===== config.mk =====
export PLATFORM = sky130hd
export DESIGN_NAME = corr_scan_scheduler_flat
export DESIGN_NICKNAME = d
export VERILOG_FILES = /design/src/rtl/corr_scan_scheduler_if.sv /design/src/rtl/corr_scan_scheduler.sv /design/src/flat_wrapper.sv
export SDC_FILE = /design/constraint.sdc
export NUM_CORES = 1
export LEC_CHECK = 0
export CORE_ASPECT_RATIO = 0.5
export CORE_MARGIN = 8
export CORE_UTILIZATION = 55
export CTS_BUF_LIST = sky130_fd_sc_hd__clkbuf_8
export DETAILED_ROUTE_END_ITERATION = 10
export GPL_TIMING_DRIVEN = 0
export MAX_ROUTING_LAYER = met4
export PLACE_DENSITY = 0.8
export SLEW_MARGIN = 20
export SYNTH_ARGS = -nofsm -noshare
export SYNTH_HDL_FRONTEND = slang
export SYNTH_SLANG_ARGS = --single-unit

===== constraint.sdc =====
create_clock -name iCLK -period 4.8 [get_ports iCLK]
set_input_delay 1.44 -clock iCLK [delete_from_list [all_inputs] [get_ports iCLK]]
set_output_delay 1.44 -clock iCLK [all_outputs]
set_load 0.005 [all_outputs]

===== src/rtl/corr_scan_scheduler_if.sv =====
// Frame/correlator handshake and result bus of the correlation scan scheduler.
// The master side is the scheduler; the slave side is the frame logic plus the correlator.
interface corr_scan_scheduler_if #(
  parameter int unsigned CORR_W = 32
);
  localparam int unsigned COORD_W = 12;

  logic               iFrameDone;
  logic               iCorrDone;
  logic [CORR_W-1:0]  iCorrValue;
  logic               oCorrStart;
  logic [COORD_W-1:0] oX;
  logic [COORD_W-1:0] oY;
  logic [COORD_W-1:0] oXresult;
  logic [COORD_W-1:0] oYresult;
  logic [CORR_W-1:0]  oPeakCorr;
  logic               oBusy;
  logic               oFinished;
  logic               oTimeout;
  logic               oStatusLed;

  modport master (
    input  iFrameDone, iCorrDone, iCorrValue,
    output oCorrStart, oX, oY, oXresult, oYresult, oPeakCorr,
           oBusy, oFinished, oTimeout, oStatusLed
  );

  modport slave (
    output iFrameDone, iCorrDone, iCorrValue,
    input  oCorrStart, oX, oY, oXresult, oYresult, oPeakCorr,
           oBusy, oFinished, oTimeout, oStatusLed
  );
endinterface


===== src/rtl/corr_scan_scheduler.sv =====
// Correlation scan sequencer: sweeps an X/Y offset grid issuing one correlator job per
// point, tracks the peak result and reports finished/timeout/heartbeat status.
module corr_scan_scheduler #(
  parameter logic [11:0] X_MAX    = 12'd639,
  parameter logic [11:0] Y_MAX    = 12'd479,
  parameter logic [11:0] STEP     = 12'd1,
  parameter int unsigned CORR_W   = 32,
  parameter logic [19:0] TIMEOUT  = 20'hFFFFF,
  parameter int unsigned LED_BITS = 25
) (
  input  logic                  iCLK,
  input  logic                  iRST_N,
  corr_scan_scheduler_if.master bus
);
  localparam int unsigned COORD_W = 12;
  localparam int unsigned TO_W    = 20;

  typedef enum logic [2:0] {IDLE, ISSUE, WAIT, UPDATE, DONE} state_t;

  state_t              state, stateNext;
  logic                frameDonePrev;
  logic                frameRise;
  logic                firstResult, firstResultNext;
  logic [CORR_W-1:0]   corrVal, corrValNext, peakNext;
  logic [COORD_W-1:0]  xNext, yNext, xResNext, yResNext;
  logic [TO_W-1:0]     toCnt, toCntNext;
  logic [LED_BITS-1:0] ledCnt, ledCntNext;
  logic                timeoutNext;
  logic                busyNext;
  logic [COORD_W:0]    xStep, yStep;

  // Previous-value compare: a level already high at reset release is not an edge.
  assign frameRise = bus.iFrameDone & ~frameDonePrev;
  assign xStep     = {1'b0, bus.oX} + {1'b0, STEP};
  assign yStep     = {1'b0, bus.oY} + {1'b0, STEP};
  assign busyNext  = (stateNext == ISSUE) || (stateNext == WAIT) || (stateNext == UPDATE);

  always_ff @(posedge iCLK or negedge iRST_N) begin
    if (!iRST_N) state <= IDLE;
    else         state <= stateNext;
  end

  always_comb begin
    stateNext       = state;
    xNext           = bus.oX;
    yNext           = bus.oY;
    xResNext        = bus.oXresult;
    yResNext        = bus.oYresult;
    peakNext        = bus.oPeakCorr;
    firstResultNext = firstResult;
    corrValNext     = corrVal;
    toCntNext       = toCnt;
    timeoutNext     = bus.oTimeout;
    ledCntNext      = ledCnt;

    case (state)
      IDLE: begin
        if (frameRise) begin
          xNext           = '0;
          yNext           = '0;
          xResNext        = '0;
          yResNext        = '0;
          peakNext        = '0;
          firstResultNext = 1'b1;
          timeoutNext     = 1'b0;
          stateNext       = ISSUE;
        end
      end
      ISSUE: begin
        toCntNext = '0;
        stateNext = bus.iFrameDone ? WAIT : IDLE;
      end
      WAIT: begin
        if (!bus.iFrameDone) begin
          stateNext = IDLE;
        end else if (bus.iCorrDone) begin
          corrValNext = bus.iCorrValue;
          stateNext   = UPDATE;
        end else begin
          toCntNext = toCnt + TO_W'(1);
          if (toCntNext == TIMEOUT) begin
            timeoutNext = 1'b1;
            stateNext   = DONE;
          end
        end
      end
      UPDATE: begin
        if (!bus.iFrameDone) begin
          stateNext = IDLE;
        end else begin
          // Strict compare keeps the earliest coordinate on ties.
          if (firstResult || (corrVal > bus.oPeakCorr)) begin
            peakNext        = corrVal;
            xResNext        = bus.oX;
            yResNext        = bus.oY;
            firstResultNext = 1'b0;
          end
          if (xStep <= {1'b0, X_MAX}) begin
            xNext     = xStep[COORD_W-1:0];
            stateNext = ISSUE;
          end else if (yStep <= {1'b0, Y_MAX}) begin
            xNext     = '0;
            yNext     = yStep[COORD_W-1:0];
            stateNext = ISSUE;
          end else begin
            stateNext = DONE;
          end
        end
      end
      DONE: begin
        if (!bus.iFrameDone) begin
          timeoutNext = 1'b0;
          stateNext   = IDLE;
        end
      end
      default: stateNext = IDLE;
    endcase

    // Heartbeat divider runs only while busy, cleared whenever idle.
    if (stateNext == IDLE) ledCntNext = '0;
    else if (busyNext)     ledCntNext = ledCnt + LED_BITS'(1);
  end

  always_ff @(posedge iCLK or negedge iRST_N) begin
    if (!iRST_N) begin
      frameDonePrev  <= 1'b1;
      firstResult    <= 1'b0;
      corrVal        <= '0;
      toCnt          <= '0;
      ledCnt         <= '0;
      bus.oX         <= '0;
      bus.oY         <= '0;
      bus.oXresult   <= '0;
      bus.oYresult   <= '0;
      bus.oPeakCorr  <= '0;
      bus.oCorrStart <= 1'b0;
      bus.oBusy      <= 1'b0;
      bus.oFinished  <= 1'b0;
      bus.oTimeout   <= 1'b0;
      bus.oStatusLed <= 1'b0;
    end else begin
      frameDonePrev  <= bus.iFrameDone;
      firstResult    <= firstResultNext;
      corrVal        <= corrValNext;
      toCnt          <= toCntNext;
      ledCnt         <= ledCntNext;
      bus.oX         <= xNext;
      bus.oY         <= yNext;
      bus.oXresult   <= xResNext;
      bus.oYresult   <= yResNext;
      bus.oPeakCorr  <= peakNext;
      bus.oCorrStart <= (stateNext == ISSUE);
      bus.oBusy      <= busyNext;
      bus.oFinished  <= (stateNext == DONE);
      bus.oTimeout   <= timeoutNext;
      bus.oStatusLed <= (stateNext == DONE) | (busyNext & ledCntNext[LED_BITS-1]);
    end
  end
endmodule


===== src/flat_wrapper.sv =====
// flat-port wrapper written by rule: the top's interface ports become plain ports
module corr_scan_scheduler_flat 
#(
  parameter logic [11:0] X_MAX    = 12'd639,
  parameter logic [11:0] Y_MAX    = 12'd479,
  parameter logic [11:0] STEP     = 12'd1,
  parameter int unsigned CORR_W   = 32,
  parameter logic [19:0] TIMEOUT  = 20'hFFFFF,
  parameter int unsigned LED_BITS = 25
)
  (iCLK, iRST_N, bus_iFrameDone, bus_iCorrDone, bus_iCorrValue, bus_oCorrStart, bus_oX, bus_oY, bus_oXresult, bus_oYresult, bus_oPeakCorr, bus_oBusy, bus_oFinished, bus_oTimeout, bus_oStatusLed);
  corr_scan_scheduler_if #(.CORR_W(CORR_W)) bus_i ();
  input  logic iCLK;
  input  logic iRST_N;
  input wire logic [$bits(bus_i.iFrameDone)-1:0] bus_iFrameDone;
  input wire logic [$bits(bus_i.iCorrDone)-1:0] bus_iCorrDone;
  input wire logic [$bits(bus_i.iCorrValue)-1:0] bus_iCorrValue;
  output wire logic [$bits(bus_i.oCorrStart)-1:0] bus_oCorrStart;
  output wire logic [$bits(bus_i.oX)-1:0] bus_oX;
  output wire logic [$bits(bus_i.oY)-1:0] bus_oY;
  output wire logic [$bits(bus_i.oXresult)-1:0] bus_oXresult;
  output wire logic [$bits(bus_i.oYresult)-1:0] bus_oYresult;
  output wire logic [$bits(bus_i.oPeakCorr)-1:0] bus_oPeakCorr;
  output wire logic [$bits(bus_i.oBusy)-1:0] bus_oBusy;
  output wire logic [$bits(bus_i.oFinished)-1:0] bus_oFinished;
  output wire logic [$bits(bus_i.oTimeout)-1:0] bus_oTimeout;
  output wire logic [$bits(bus_i.oStatusLed)-1:0] bus_oStatusLed;
  assign bus_i.iFrameDone = bus_iFrameDone;
  assign bus_i.iCorrDone = bus_iCorrDone;
  assign bus_i.iCorrValue = bus_iCorrValue;
  assign bus_oCorrStart = bus_i.oCorrStart;
  assign bus_oX = bus_i.oX;
  assign bus_oY = bus_i.oY;
  assign bus_oXresult = bus_i.oXresult;
  assign bus_oYresult = bus_i.oYresult;
  assign bus_oPeakCorr = bus_i.oPeakCorr;
  assign bus_oBusy = bus_i.oBusy;
  assign bus_oFinished = bus_i.oFinished;
  assign bus_oTimeout = bus_i.oTimeout;
  assign bus_oStatusLed = bus_i.oStatusLed;
  corr_scan_scheduler #(.X_MAX(X_MAX), .Y_MAX(Y_MAX), .STEP(STEP), .CORR_W(CORR_W), .TIMEOUT(TIMEOUT), .LED_BITS(LED_BITS)) u_core (.iCLK(iCLK), .iRST_N(iRST_N), .bus(bus_i));
endmodule

Word level (Yosys, flattened, before mapping) --
Index checks and enable logic that the tools add are counted.
Operators by class: divide/modulo/power cells 0, mux-type cells 44, multiply operators 0, shifts and indexed selects 0, bitwise gates (word level) 4, order comparisons 3, $add $sub $neg 4, eq/ne operators 19, reductions and logical operators 15
Operators with widths (count):
- 12-bit two-way mux | 11
- 32-bit two-way mux | 3
- 12-bit case mux with 2 select lines | 4
- 32-bit case mux with 2 select lines | 1
- 25-bit two-way mux | 2
- 20-bit two-way mux | 2
- 20-bit case mux with 2 select lines | 1
- 32-bit > comparator | 1
- 12-bit by 1-bit adder with 13-bit output (second input constant) | 2
- 25-bit by 1-bit adder with 25-bit output (second input constant) | 1
- 3-bit two-way mux | 8
- 20-bit by 1-bit adder with 20-bit output (second input constant) | 1
- 20-bit == test (second input constant) | 1
- 3-bit case mux with 5 select lines | 1
- 13-bit by 10-bit <= comparator with 1-bit output (second input constant) | 1
- 13-bit by 9-bit <= comparator with 1-bit output (second input constant) | 1
- 3-bit by 2-bit == test with 1-bit output (second input constant) | 4
- 2-bit inequality test (second input constant) | 5
- 1-bit two-way mux | 8
- 2-bit by 1-bit inequality test with 1-bit output (second input constant) | 4
- 4-bit AND reduction | 2
- 3-bit by 1-bit == test with 1-bit output (second input constant) | 2
- 3-bit == test (second input constant) | 2
- 3-bit logical NOT | 2
- other kinds (13) | 19
Storage, ports and cells: register bits after elaboration 167, memories kept 0, RAM bits 0, bits in latches 0, ROM bits 0, output and inout port bits 85

Longest topological paths before layout --
depth in word-level cells 13, mapped depth 12

Worst setup path after synthesis --
OpenSTA, ideal clock, no wires.
path kind input -> register, start input port bus_iFrameDone, end register u_core.ledCnt[2], path slack 1.949 ns, stages on the path 7, arrival 2.764 ns, data required time 4.713 ns, setup time 0.087 ns, buffers on the path 2, path through nand2b_1 or3_1 clkbuf_1 nor4_2 buf_2 nor3_1 a22oi_1
On the way: cells in the longest elaborated chain, start to end 7
RTL lines:
- start, declared | line flat_wrapper.sv:15 | input wire logic [$bits(bus_i.iFrameDone)-1:0] bus_iFrameDone;
- 1-bit bitwise AND | line corr_scan_scheduler.sv:33 | assign frameRise = bus.iFrameDone & ~frameDonePrev;
- 3-bit two-way mux | line corr_scan_scheduler.sv:58 | if (frameRise) begin
- 3-bit case mux with 5 select lines (*) | line corr_scan_scheduler.sv:56 | case (state)
- 3-bit by 1-bit == test with 1-bit output / 3-bit by 2-bit == test with 1-bit output (equally long branches) | line corr_scan_scheduler.sv:36 | assign busyNext = (stateNext == ISSUE) || (stateNext == WAIT) || (stateNext == UPDATE);
- 1-bit logical OR (2 in a row) | line corr_scan_scheduler.sv:36
- 2-bit nonzero test (no line)
- end signal, assigned | line corr_scan_scheduler.sv:146 | ledCnt <= ledCntNext;
- end, declared | line corr_scan_scheduler.sv:27 | logic [LED_BITS-1:0] ledCnt, ledCntNext;
Every way passes the cells marked *; elsewhere a longest branch is shown, timed or not. A chain may end at the register's enable or synchronous reset.

Worst setup path in the final report --
start input port bus_iFrameDone, end register u_core.bus.oPeakCorr[9]
On the way: cells in the longest elaborated chain, start to end 3
RTL lines:
- 1-bit bitwise AND | line corr_scan_scheduler.sv:33
- 2-bit by 1-bit inequality test with 1-bit output (no line)
- 4-bit AND reduction (no line) (*)
- end signal, assigned | line corr_scan_scheduler.sv:151 | bus.oPeakCorr <= peakNext;
- end, declared | line corr_scan_scheduler_if.sv:24 | output oCorrStart, oX, oY, oXresult, oYresult, oPeakCorr,
Marked as above.

==> metrics.yaml <==
maxSlewViolCount: 0
synthCells: 875
vias: 7513
cap_viol_max_count: 0
grt_pass1_wl_microns: 38460
row_count: 32
numCtsBuffers: 17
place_ws_ps: 845.0
ys_seq_elements: 167
slew_headroom_pct: 48.26
p_per_area_nw_per_um2: 347.3
synth_edf_count: 0
port-buffer-count: 120
die_area_sq_um: 20570
post-route-cell-area_sq_um: 10710
cts_root_buffer: "clkbuf_8"
start_util_pct: 56.70
clockBufferDepth: 2
avgSynthCellArea_sq_um: 10.07
drc: 0
drt_iter0_drc: 709
postSynth.asyncResetShare_pct: 100.0
power_uw: 3720
startpoint_type: "input pin"
num_antenna_cells: 0
hold_buffers: 0
hold_slack_ps: 507.1
place.gp.congestion: 0.8809
p_leak_uw: 0.004662
endpoint_kind: "flop"
vias_per_cell: 6.103
hold_viol_final: 0
die_h_microns: 105.5
wl_microns: 23280
cts_tree: "yes"
hpwl_microns: 16730
finalWorstSetupSlack_ps: 1257
hold_class: "flop to flop"
htreeDepth: 4
ys_warn_count: 0
outcome: "finished clean"
arrival_ps: 3930
place_area_sq_um: 10300
grt_use_total_pct: 23.31
dr.pass1.iters: 5
max_freq_mhz: 282.2
synth.net_count: 950
yosys_most_used_dff: "dfrtp_1"
detail_route.wl_per_cell_microns: 18.91
antenna_found_initial: 0
core_area_sq_um: 15530
finalSetupTns_ps: 0
fin_skew_ps: 16.60
yosysUniqueCellTypes: 69
post_cts_buffers: 0
required_ps: 5190
first_global_vias: 7409
clk_pin_slew_worst_paths_ps: 80
drive_gt1_share_pct: 10.32
cts.sinks: 167
critPathKind: "input pin to flop"
ctsResizeCount: 0
fin_crit_sh_pct: 73.82
area_delta_synth_final_pct: 21.60
ant_nets: 0
clk_latency_ps: 470
synth_area_sq_um: 8808
ir_drop_mv: 0.2027
fin_nets: 1090
min_period_ps: 3543
grt-ovfl-total: 0
die_w_microns: 195.0
path_max_fanout: 10
ys_seq_area_share_pct: 47.46
rsz0062_at_grt: "false"
finalSetupViolCount: 0
worst_slew_pin_slew_ps: 768.9
grt_max_degree: 104
ios: 121
-- cell usage after synthesis, drive strengths merged, types with 3 or more instances --
| library cell | n | area share [%] |
|---|---|---|
| o21bai | 11 | 0.94 |
| mux2 | 33 | 4.2 |
| nand2b | 8 | 0.57 |
| nor2 | 47 | 2.1 |
| ha | 39 | 5.5 |
| inv | 58 | 2.5 |
| nor3 | 24 | 1.4 |
| a22oi | 14 | 1.2 |
| a21oi | 19 | 1.1 |
| o21a | 3 | 0.26 |
| nor2b | 6 | 0.43 |
| a31oi | 6 | 0.43 |
| or4 | 3 | 0.30 |
| or3 | 5 | 0.36 |
| xor2 | 6 | 0.60 |
| dfrtp | 166 | 47 |
| and4 | 5 | 0.50 |
| xnor2 | 4 | 0.40 |
| and2 | 9 | 0.64 |
| or2 | 3 | 0.21 |
| a21o | 17 | 1.4 |
| buf | 26 | 1.6 |
| o211ai | 10 | 0.85 |
| nand3 | 35 | 2.0 |
| nand4 | 24 | 1.8 |
| and3 | 14 | 0.99 |
| o31ai | 12 | 1.1 |
| mux2i | 3 | 0.34 |
| a22o | 57 | 5.7 |
| clkbuf | 24 | 1.0 |
| o21ai | 91 | 5.2 |
| nand3b | 5 | 0.43 |
| nor4 | 13 | 1.3 |
| o2bb2ai | 3 | 0.30 |
| nand2 | 45 | 1.9 |
-- worst paths after layout --
kind / cells after the start / startpoint / endpoint / slack [ps]
setup / recovery: 9 / bus_iFrameDone / u_core.bus.oPeakCorr[9] / 1260
hold / removal: 1 / u_core.bus.oYresult[4] / u_core.bus.oYresult[4] / 510
min in group asynchronous: 1 / iRST_N / u_core.toCnt[3] / 910
setup reg to reg: 12 / u_core.bus.oPeakCorr[1] / u_core.bus.oPeakCorr[9] / 1300
max in group asynchronous: 2 / iRST_N / u_core.corrVal[4] / 2990
hold reg to reg: 1 / u_core.bus.oYresult[4] / u_core.bus.oYresult[4] / 510
-- cells by family (layout without fill, tap and decap cells) --
group,Yosys count,in the layout,share of synthesized area (%)
AND/OR/NAND/NOR,250,250,15.43
XOR/XNOR,10,10,0.9943
adder cells (fa/ha/maj),39,39,5.540
buffers and inverters,109,261,5.099
multiplexers,36,36,4.560
AO/OA/AOI/OAI,264,264,20.92
flip-flops,167,167,47.46
-- layout by cell type (no fill, tap or decap), types with 20 or more instances in the layout --
master,Yosys,final
ha_1,39,39
buf_2,20,20
clkbuf_1,24,24
o21ai_0,67,67
clkdlybuf4s50_1,0,119
mux2_2,33,33
nand4_1,22,22
nor2_1,46,46
dfrtp_1,166,166
nand2_1,45,45
nor3_1,23,23
inv_1,57,59
nand3_1,35,35
o21ai_1,24,24
a22o_1,57,57
-- layout make-up --
cell class	count	area (sq um)
multi-input cells	599	4179
plain buffers	50	227.7
fillers	1197	4823
well taps	204	255.2
inverters	59	221.5
clock inverters	12	152.6
flip-flops and latches	167	4180
repair buffers	121	1234
clock buffers	19	261.5
-- where the power goes --
part | internal, uW | total [uW] | switching [uW]
clock network | 540 | 1080 | 543
registers | 1590 | 1760 | 169
logic | 445 | 875 | 430
total | 2580 | 3720 | 1140
-- registers in the layout, indices dropped and copies added (netlist names) --
| register | count |
|---|---|
| u_core.bus.oBusy | 1 |
| u_core.bus.oCorrStart | 1 |
| u_core.bus.oFinished | 1 |
| u_core.bus.oPeakCorr | 32 |
| u_core.bus.oStatusLed | 1 |
| u_core.bus.oTimeout | 1 |
| u_core.bus.oX | 12 |
| u_core.bus.oXresult | 12 |
| u_core.bus.oY | 12 |
| u_core.bus.oYresult | 12 |
| u_core.corrVal | 32 |
| u_core.firstResult | 1 |
| u_core.frameDonePrev | 1 |
| u_core.ledCnt | 25 |
| u_core.state | 3 |
| u_core.toCnt | 20 |
-- metrics by stage --
| stage | cells | utilization, % |
|---|---|---|
| floorplan | 875 | - |
| global placement | 1199 | 66.08 |
| detailed placement | 1200 | 66.29 |
| CTS | 1231 | 68.95 |
| global route | 1231 | 68.95 |
| finish | 1231 | 68.95 |
-- metal layers --
metal  wire length [microns]  vias up  GRT usage (%)
met5                       0        -              -
met4                     374        0          6.939
met3                     966       30          3.586
met2                   11130      228          37.48
met1                   10810     3752          30.41
li1                        -     3503              -
-- critical path, stage by stage --
cell	delay [ps]
clkdlybuf4s50_1	510
nand2b_1	290
nor2_1	100
nand2_1	140
nand2_1	140
o21ai_0	150
clkbuf_1	450
clkbuf_1	480
a22o_1	230
(Power assumes the default switching activity.)
